**src/rtl/fp_div_pkg.sv**
```systemverilog
// Shared types and widths for the FP divide normalize/round/pack stage.
// Build with FP_DIV_RNE_EN for round-to-nearest-even; default is truncate.
package fp_div_pkg;

   localparam int FP_EXP_W = 8;
   localparam int FP_MAN_W = 23;
   localparam int FP_Q_W   = FP_MAN_W + 3;

   localparam logic [FP_MAN_W-1:0] QNAN_FRAC =
      {1'b1, {(FP_MAN_W-1){1'b0}}};

   typedef enum logic [1:0] {
      CLS_NORM = 2'b00,
      CLS_ZERO = 2'b01,
      CLS_INF  = 2'b10,
      CLS_NAN  = 2'b11
   } cls_e;

   typedef struct packed {
      logic                       sign;
      cls_e                       cls;
      logic signed [FP_EXP_W+1:0] e;
      logic [FP_MAN_W-1:0]        frac;
      logic                       guard;
      logic                       sticky;
   } s1_beat_t;

endpackage

```
**src/rtl/fp_round_rne.sv**
```systemverilog
// Fraction rounding: RNE increment when FP_DIV_RNE_EN, else truncate.
// Inexact is guard|sticky in both modes.
module fp_round_rne
   import fp_div_pkg::*;
#(
   parameter int MAN_W = FP_MAN_W
) (
   input  logic [MAN_W-1:0] frac,
   input  logic             guard,
   input  logic             sticky,
   output logic [MAN_W-1:0] frac_rnd,
   output logic             carry,
   output logic             inexact
);

`ifdef FP_DIV_RNE_EN
   logic inc;
   assign inc = guard & (sticky | frac[0]);
   assign {carry, frac_rnd} =
      {1'b0, frac} + {{MAN_W{1'b0}}, inc};
`else
   assign carry    = 1'b0;
   assign frac_rnd = frac;
`endif

   assign inexact = guard | sticky;

endmodule

```
**src/rtl/fp_div_round.sv**
```systemverilog
// Two-stage normalize / round / pack pipeline after the mantissa divider.
// FP_DIV_RNE_EN selects RNE (overflow to inf); otherwise RTZ (saturate).
module fp_div_round
   import fp_div_pkg::*;
#(
   parameter int EXP_W = FP_EXP_W,
   parameter int MAN_W = FP_MAN_W,
   parameter int Q_W   = MAN_W + 3
) (
   input  logic                    clk,
   input  logic                    rst,
   input  logic                    in_valid,
   output logic                    in_ready,
   input  logic                    in_sign,
   input  logic signed [EXP_W+1:0] in_exp,
   input  logic [Q_W-1:0]          in_q,
   input  logic                    in_rem_nz,
   input  logic [1:0]              in_cls,
   output logic                    out_valid,
   input  logic                    out_ready,
   output logic [EXP_W+MAN_W:0]    out_res,
   output logic                    out_of,
   output logic                    out_uf,
   output logic                    out_nx
);

   localparam logic signed [EXP_W+1:0] E_ONE  = 1;
   localparam logic signed [EXP_W+1:0] E_ZERO = '0;
   localparam logic signed [EXP_W+1:0] E_MAX  = (2**EXP_W) - 1;

   logic     s1_valid;
   logic     s1_adv;
   logic     s2_adv;
   s1_beat_t s1_nxt;
   s1_beat_t s1_q;

   assign s2_adv   = ~out_valid | out_ready;
   assign s1_adv   = ~s1_valid | s2_adv;
   assign in_ready = s1_adv;

   always_comb begin
      s1_nxt      = '0;
      s1_nxt.sign = in_sign;
      s1_nxt.cls  = cls_e'(in_cls);
      if (in_q[Q_W-1]) begin
         s1_nxt.frac   = in_q[MAN_W+1:2];
         s1_nxt.guard  = in_q[1];
         s1_nxt.sticky = in_q[0] | in_rem_nz;
         s1_nxt.e      = in_exp;
      end else begin
         s1_nxt.frac   = in_q[MAN_W:1];
         s1_nxt.guard  = in_q[0];
         s1_nxt.sticky = in_rem_nz;
         s1_nxt.e      = in_exp - E_ONE;
      end
   end

   always_ff @(posedge clk or negedge rst) begin
      if (!rst) begin
         s1_valid <= 1'b0;
         s1_q     <= '0;
      end else if (s1_adv) begin
         s1_valid <= in_valid;
         if (in_valid) s1_q <= s1_nxt;
      end
   end

   logic [MAN_W-1:0]        frac_rnd;
   logic                    rnd_carry;
   logic                    rnd_nx;
   logic signed [EXP_W+1:0] e_rnd;

   fp_round_rne #(.MAN_W(MAN_W)) u_rnd (
      .frac     (s1_q.frac),
      .guard    (s1_q.guard),
      .sticky   (s1_q.sticky),
      .frac_rnd (frac_rnd),
      .carry    (rnd_carry),
      .inexact  (rnd_nx)
   );

   // A rounding carry leaves frac_rnd all-zero, so only the exponent bumps.
   assign e_rnd = $signed(s1_q.e)
                + $signed({{(EXP_W+1){1'b0}}, rnd_carry});

   logic [EXP_W+MAN_W:0] res_nxt;
   logic                 of_nxt;
   logic                 uf_nxt;
   logic                 nx_nxt;

   always_comb begin
      res_nxt = '0;
      of_nxt  = 1'b0;
      uf_nxt  = 1'b0;
      nx_nxt  = 1'b0;
      unique case (s1_q.cls)
         CLS_NAN:  res_nxt = {1'b0, {EXP_W{1'b1}}, QNAN_FRAC};
         CLS_INF:  res_nxt = {s1_q.sign, {EXP_W{1'b1}},
                              {MAN_W{1'b0}}};
         CLS_ZERO: res_nxt = {s1_q.sign, {(EXP_W+MAN_W){1'b0}}};
         default: begin
            if (e_rnd >= E_MAX) begin
               of_nxt = 1'b1;
               nx_nxt = 1'b1;
`ifdef FP_DIV_RNE_EN
               res_nxt = {s1_q.sign, {EXP_W{1'b1}},
                          {MAN_W{1'b0}}};
`else
               res_nxt = {s1_q.sign, {(EXP_W-1){1'b1}}, 1'b0,
                          {MAN_W{1'b1}}};
`endif
            end else if (e_rnd <= E_ZERO) begin
               uf_nxt  = 1'b1;
               nx_nxt  = 1'b1;
               res_nxt = {s1_q.sign, {(EXP_W+MAN_W){1'b0}}};
            end else begin
               nx_nxt  = rnd_nx;
               res_nxt = {s1_q.sign, e_rnd[EXP_W-1:0], frac_rnd};
            end
         end
      endcase
   end

   always_ff @(posedge clk or negedge rst) begin
      if (!rst) begin
         out_valid <= 1'b0;
         out_res   <= '0;
         out_of    <= 1'b0;
         out_uf    <= 1'b0;
         out_nx    <= 1'b0;
      end else if (s2_adv) begin
         out_valid <= s1_valid;
         if (s1_valid) begin
            out_res <= res_nxt;
            out_of  <= of_nxt;
            out_uf  <= uf_nxt;
            out_nx  <= nx_nxt;
         end
      end
   end

endmodule

```
**config.mk**
```make
export PLATFORM = sky130hd
export DESIGN_NAME = fp_div_round
export DESIGN_NICKNAME = d
export VERILOG_FILES = /design/src/rtl/fp_div_pkg.sv /design/src/rtl/fp_round_rne.sv /design/src/rtl/fp_div_round.sv
export SDC_FILE = /design/constraint.sdc
export NUM_CORES = 1
export LEC_CHECK = 0
export CELL_PAD_IN_SITES_DETAIL_PLACEMENT = 1
export CELL_PAD_IN_SITES_GLOBAL_PLACEMENT = 1
export CORE_ASPECT_RATIO = 0.6
export CORE_MARGIN = 2
export CORE_UTILIZATION = 39
export CTS_CLUSTER_DIAMETER = 40
export CTS_CLUSTER_SIZE = 16
export DETAILED_ROUTE_END_ITERATION = 6
export PLACE_DENSITY = 0.83
export SYNTH_ARGS = -nofsm -noshare
export SYNTH_HDL_FRONTEND = slang
export SYNTH_SLANG_ARGS = --single-unit
export TNS_END_PERCENT = 5
```
**constraint.sdc**
```tcl
create_clock -name clk -period 2.9 [get_ports clk]
set_clock_uncertainty 0.15 [all_clocks]
set_input_delay 0.29 -clock clk [delete_from_list [all_inputs] [get_ports clk]]
set_output_delay 0.29 -clock clk [all_outputs]
set_load 0.005 [all_outputs]
```
======== Yosys cells after proc, flatten, opt, wreduce, memory -nomap -nowiden ========
Cells that the tools add are included.
operators by class
  $add $sub $neg .......................... 1
  $lt $le $gt $ge ......................... 2
  equality and inequality tests ........... 3
  muxes and demuxes ....................... 12
  bitwise operators ....................... 6
  reductions and logical operators ........ 3
operators by type and width
  cell                                                                                number
  32-bit case mux with 3 select lines                                                 1
  31-bit two-way mux                                                                  2
  35-bit two-way mux                                                                  1
  10-bit by 9-bit >= comparator with 1-bit output (second input constant)             1
  10-bit by 1-bit less-or-equal comparator with 1-bit output (second input constant)  1
  10-bit by 2-bit subtractor with 10-bit output (second input constant)               1
  1-bit two-way mux                                                                   8
  2-bit equality test (second input constant)                                         2
  1-bit bitwise OR                                                                    4
  2-bit AND reduction                                                                 2
  3-bit OR reduction                                                                  1
  2-bit by 1-bit equality test with 1-bit output (second input constant)              1
  1-bit NOT                                                                           2
storage, ports and cells
  register bits ........................... 75
  bits of input ports ..................... 44
  word-level logic and storage cells ...... 39

======== Longest topological paths before layout ========
  depth after elaboration ................. 4
  mapped depth ............................ 6
  depth with buffers taken out ............ 6

======== Modules after synthesis ========
Synthesis repeated with hierarchy kept, for this count alone.
unflattened totals
  cells, all modules ...................... 366
  area, all modules ....................... 3865.0 µm²
by module, submodules not included
  module        instances  cells each  area an instance (µm²)  sequential area each (µm²)
  fp_div_round  1          340         3674.8                  1876.8
  fp_round_rne  1          26          190.2                   0.0

======== Worst setup path after synthesis ========
OpenSTA, ideal clock, no wires.
  path kind ............................... register to register
  start ................................... register s1_q[27] (netlist bit)
  end ..................................... register out_res[10]
  library setup time ...................... 126 ps
  data arrival time ....................... 1421 ps
  setup slack ............................. 1203 ps
  stages on the path, launching flop included .. 6
  period minus slack after synthesis ...... 1697 ps
  cells stage by stage .................... dfrtp_1 > nor4_1 > and3_1 > nor4_2 > buf_2 > a221o_1
between the ends
  longest elaborated chain between the ends .. 4
  elaborated cells on any way between the ends .. 5
  those cells by class .................... 2 x order compare; 3 x mux
RTL lines
  item                                                        line                 source
  from (decl)                                                 fp_div_round.sv:35   s1_beat_t s1_q;
  from (signal assigned)                                      fp_div_round.sv:64   if (in_valid) s1_q <= s1_nxt;
  10-bit by 1-bit less-or-equal comparator with 1-bit output  fp_div_round.sv:112  end else if (e_rnd <= E_ZERO) begin
  31-bit two-way mux                                          fp_div_round.sv:112
  31-bit two-way mux (*)                                      fp_div_round.sv:102  if (e_rnd >= E_MAX) begin
  32-bit case mux with 3 select lines (*)                     fp_div_round.sv:96   unique case (s1_q.cls)
  to (signal assigned)                                        fp_div_round.sv:134  out_res <= res_nxt;
  to (decl)                                                   fp_div_round.sv:21   output logic [EXP_W+MAN_W:0] out_res,
Every way passes the cells marked *; elsewhere a longest branch is shown, timed or not.
A chain may end at the register's enable or synchronous reset.

======== Worst setup path in the final report ========
  start ................................... register s1_q[29] (netlist bit)
  end ..................................... register out_res[18]
Same word-level chain as after synthesis.

==> metrics.cfg <==
[timing]
finalSetupViolations=0
rsz0062_at_grt=no
fin_ws_ns=0.871
hold_viol_final=0
setup_tns_ns=0
worst_slew_pin_slew_ns=0.938
fin_crit_sh_pct=70.0
fin_crit_ns=2.03
relSlewSlack_pct=37.4
slew_violations=0
timing.fmax_mhz=493
timing.hold.ws_ns=0.340

[power_and_ir_drop]
power.leakage_nw=1.98
power_mw=3.24
power_density_nw_per_um2=712
ir_drop_uv=317
p_clk_share_pct=37.0
p_comb_share_pct=20.1
power.switching_uw=879
swShare_pct=27.2
p_seq_share_pct=42.9
internal_power_mw=2.36

[job]
cap_violations=0

[final_layout]
post-route-util_pct=56.5
nets=411
seq_area_um2=1880
num-fill-cells=835
drive_gt1_share_pct=8.63
multi_input_area_um2=1340
finalInstanceArea_um2=4540
finalNonFillerCells=479
antennaDiodeCount=0
area_delta_synth_final_pct=37.4

[grt]
grt_overflow=0
grt_usage_pct=22.6
grt_pass1_vias=2840
antenna_found_initial=0
grt_max_degree=76
grt_pass1_wl_um=15300

[placement]
place_ws_ns=0.567
dp.cells=462
gp_congestion=0.766
dp_hpwl_um=6600
numPortBuffers=80
placed_cell_area_um2=4210

[worst_setup_path]
critPathKind=reg2reg
critPathMaxFanout=15
cp.arrival_ns=2.15
crit_path_start_kind=flip-flop
critPathCaptureType=flip-flop
crit_required_ns=3.02
rrSetupSlack_ns=0.87

[routing]
dr.first_iter.drc_count=135
routed_wl_um=9780
remaining_drc_errors=0
vias=2672
dr.pass1.iters=4
viasPerCell=5.58
wl_per_cell_um=20.4
ant_nets=0

[cts]
h-tree-depth=3
ctsResizeCount=0
post_cts_buffers=0
cts_tree=built
clk_latency_ns=0.34
cts_buffers=9
ctsHoldBuffers=1
clk_path_buf_depth=2
path_clk_slew_ns=0.06
clock-sinks=75
clock-root-buffer=clkbuf_16

[floorplan]
io-pin-count=81
initial_core_util_pct=41.1
core_area_um2=8040
die_width_um=123
rows=25
die-area_um2=9250
die_h_um=75.3

[synthesis]
syn_area_um2=3300
synthDistinctLibCells=36
avgSynthCellArea_um2=11.5
ys_warn_count=0
synth-seq-cells=75
synthesis.nets=333
ys_seq_area_share_pct=56.8
synthCells=288

[outcome]
status=finished, final reports clean

[min_path]
hold_class=reg2reg

-- logic make-up after synthesis --
group	after synthesis	synth area share, %
adders and majority gates	1	0.379
AOI/OAI and AO/OA	78	17.0
and+or+nand+nor	76	11.9
muxes	28	8.60
buffers and inverters	21	2.92
DFF	75	56.8
xor gates and xnor gates	9	2.39
-- state kept, by name, summed over array words and instances, names as in the netlist --
signal,flops
out_nx,1
out_of,1
out_res,32
out_uf,1
out_valid,1
s1_q,38
s1_valid,1
-- worst max-delay path: stages, from the launching register on --
cell and delay [ns]:
dfrtp_1 0.43, and4_1 0.26, a21oi_1 0.15, nor4_4 0.49, buf_4 0.31, a221o_1 0.15
-- per-layer routing --
metal	vias up	track usage [%]	routed length [um]
met5	-	0	0
met4	0	6.51	170
li1	1216	-	-
met2	85	36.7	4660
met1	1357	29.9	4370
met3	14	6.89	578
-- final timing paths --
path | cells past startpoint | start | end
min in group asynchronous | 2 | rst | s1_q[31]
setup / recovery | 5 | s1_q[29] | out_res[18]
hold / removal | 2 | s1_q[10] | s1_q[10]
hold reg to reg | 2 | s1_q[10] | s1_q[10]
setup reg to reg | 5 | s1_q[29] | out_res[18]
max in group asynchronous | 2 | rst | s1_q[18]
-- synthesized netlist by cell type --
cell / number / area, um2
o21ai_2: 1 / 8.76
nor2b_1: 2 / 12.5
nor4_2: 1 / 12.5
clkbuf_1: 9 / 33.8
xnor2_1: 4 / 35.0
nand3b_1: 1 / 7.51
o21ai_0: 37 / 185
buf_4: 1 / 7.51
a31oi_1: 1 / 6.26
xor2_1: 5 / 43.8
ha_1: 1 / 12.5
a211oi_1: 2 / 15.0
nand2b_1: 4 / 25.0
buf_2: 7 / 35.0
a32oi_1: 1 / 8.76
a221o_1: 29 / 290
mux2i_1: 25 / 250
nor4b_4: 1 / 23.8
o41ai_1: 1 / 8.76
nand3_1: 3 / 15.0
dfrtp_1: 75 / 1880
a21o_1: 2 / 15.0
or2_2: 2 / 12.5
dlygate4sd1_1: 1 / 8.76
nor2_1: 5 / 18.8
mux2_2: 3 / 33.8
and3_1: 1 / 6.26
a2bb2oi_1: 1 / 8.76
and4_1: 2 / 17.5
nor4_1: 3 / 18.8
a21oi_1: 3 / 15.0
or4b_4: 1 / 13.8
nor3_1: 4 / 20.0
nor4_4: 1 / 21.3
inv_1: 3 / 11.3
nand2_1: 45 / 169
-- layout by cell type (no fill, tap or decap), types with 3 or more instances in the layout --
cell type / Yosys / layout
buf_4: 1 / 3
clkdlybuf4s50_1: 0 / 78
a21oi_1: 3 / 3
dfrtp_1: 75 / 75
xnor2_1: 4 / 4
mux2_2: 3 / 3
nand2b_1: 4 / 4
o21ai_0: 37 / 37
xor2_1: 5 / 5
clkbuf_16: 0 / 9
nor2_1: 5 / 5
mux2i_1: 25 / 25
nor3_1: 4 / 4
nor4_1: 3 / 3
a221o_1: 29 / 29
nand3_1: 3 / 3
nand2_1: 45 / 44
inv_1: 3 / 3
-- area by class of cell --
class	instances	share of cell area, %
clock inverter	6	1.96
clock buffer	10	5.04
sequential	75	41.3
tap	108	2.98
inverter	3	0.248
timing repair buffer	85	18.9
multi-input combinational	192	29.6
-- power groups by stage --
stage	combinational [mW]	clock, mW	sequential, mW
final	0.649	1.20	1.39
after global routing	0.715	1.26	1.41
after CTS	0.657	1.22	1.39
after detailed placement	0.643	0	1.39
after global placement	0.612	0	1.38
after floorplan	0.267	0	1.35
(Power assumes the default switching activity.)
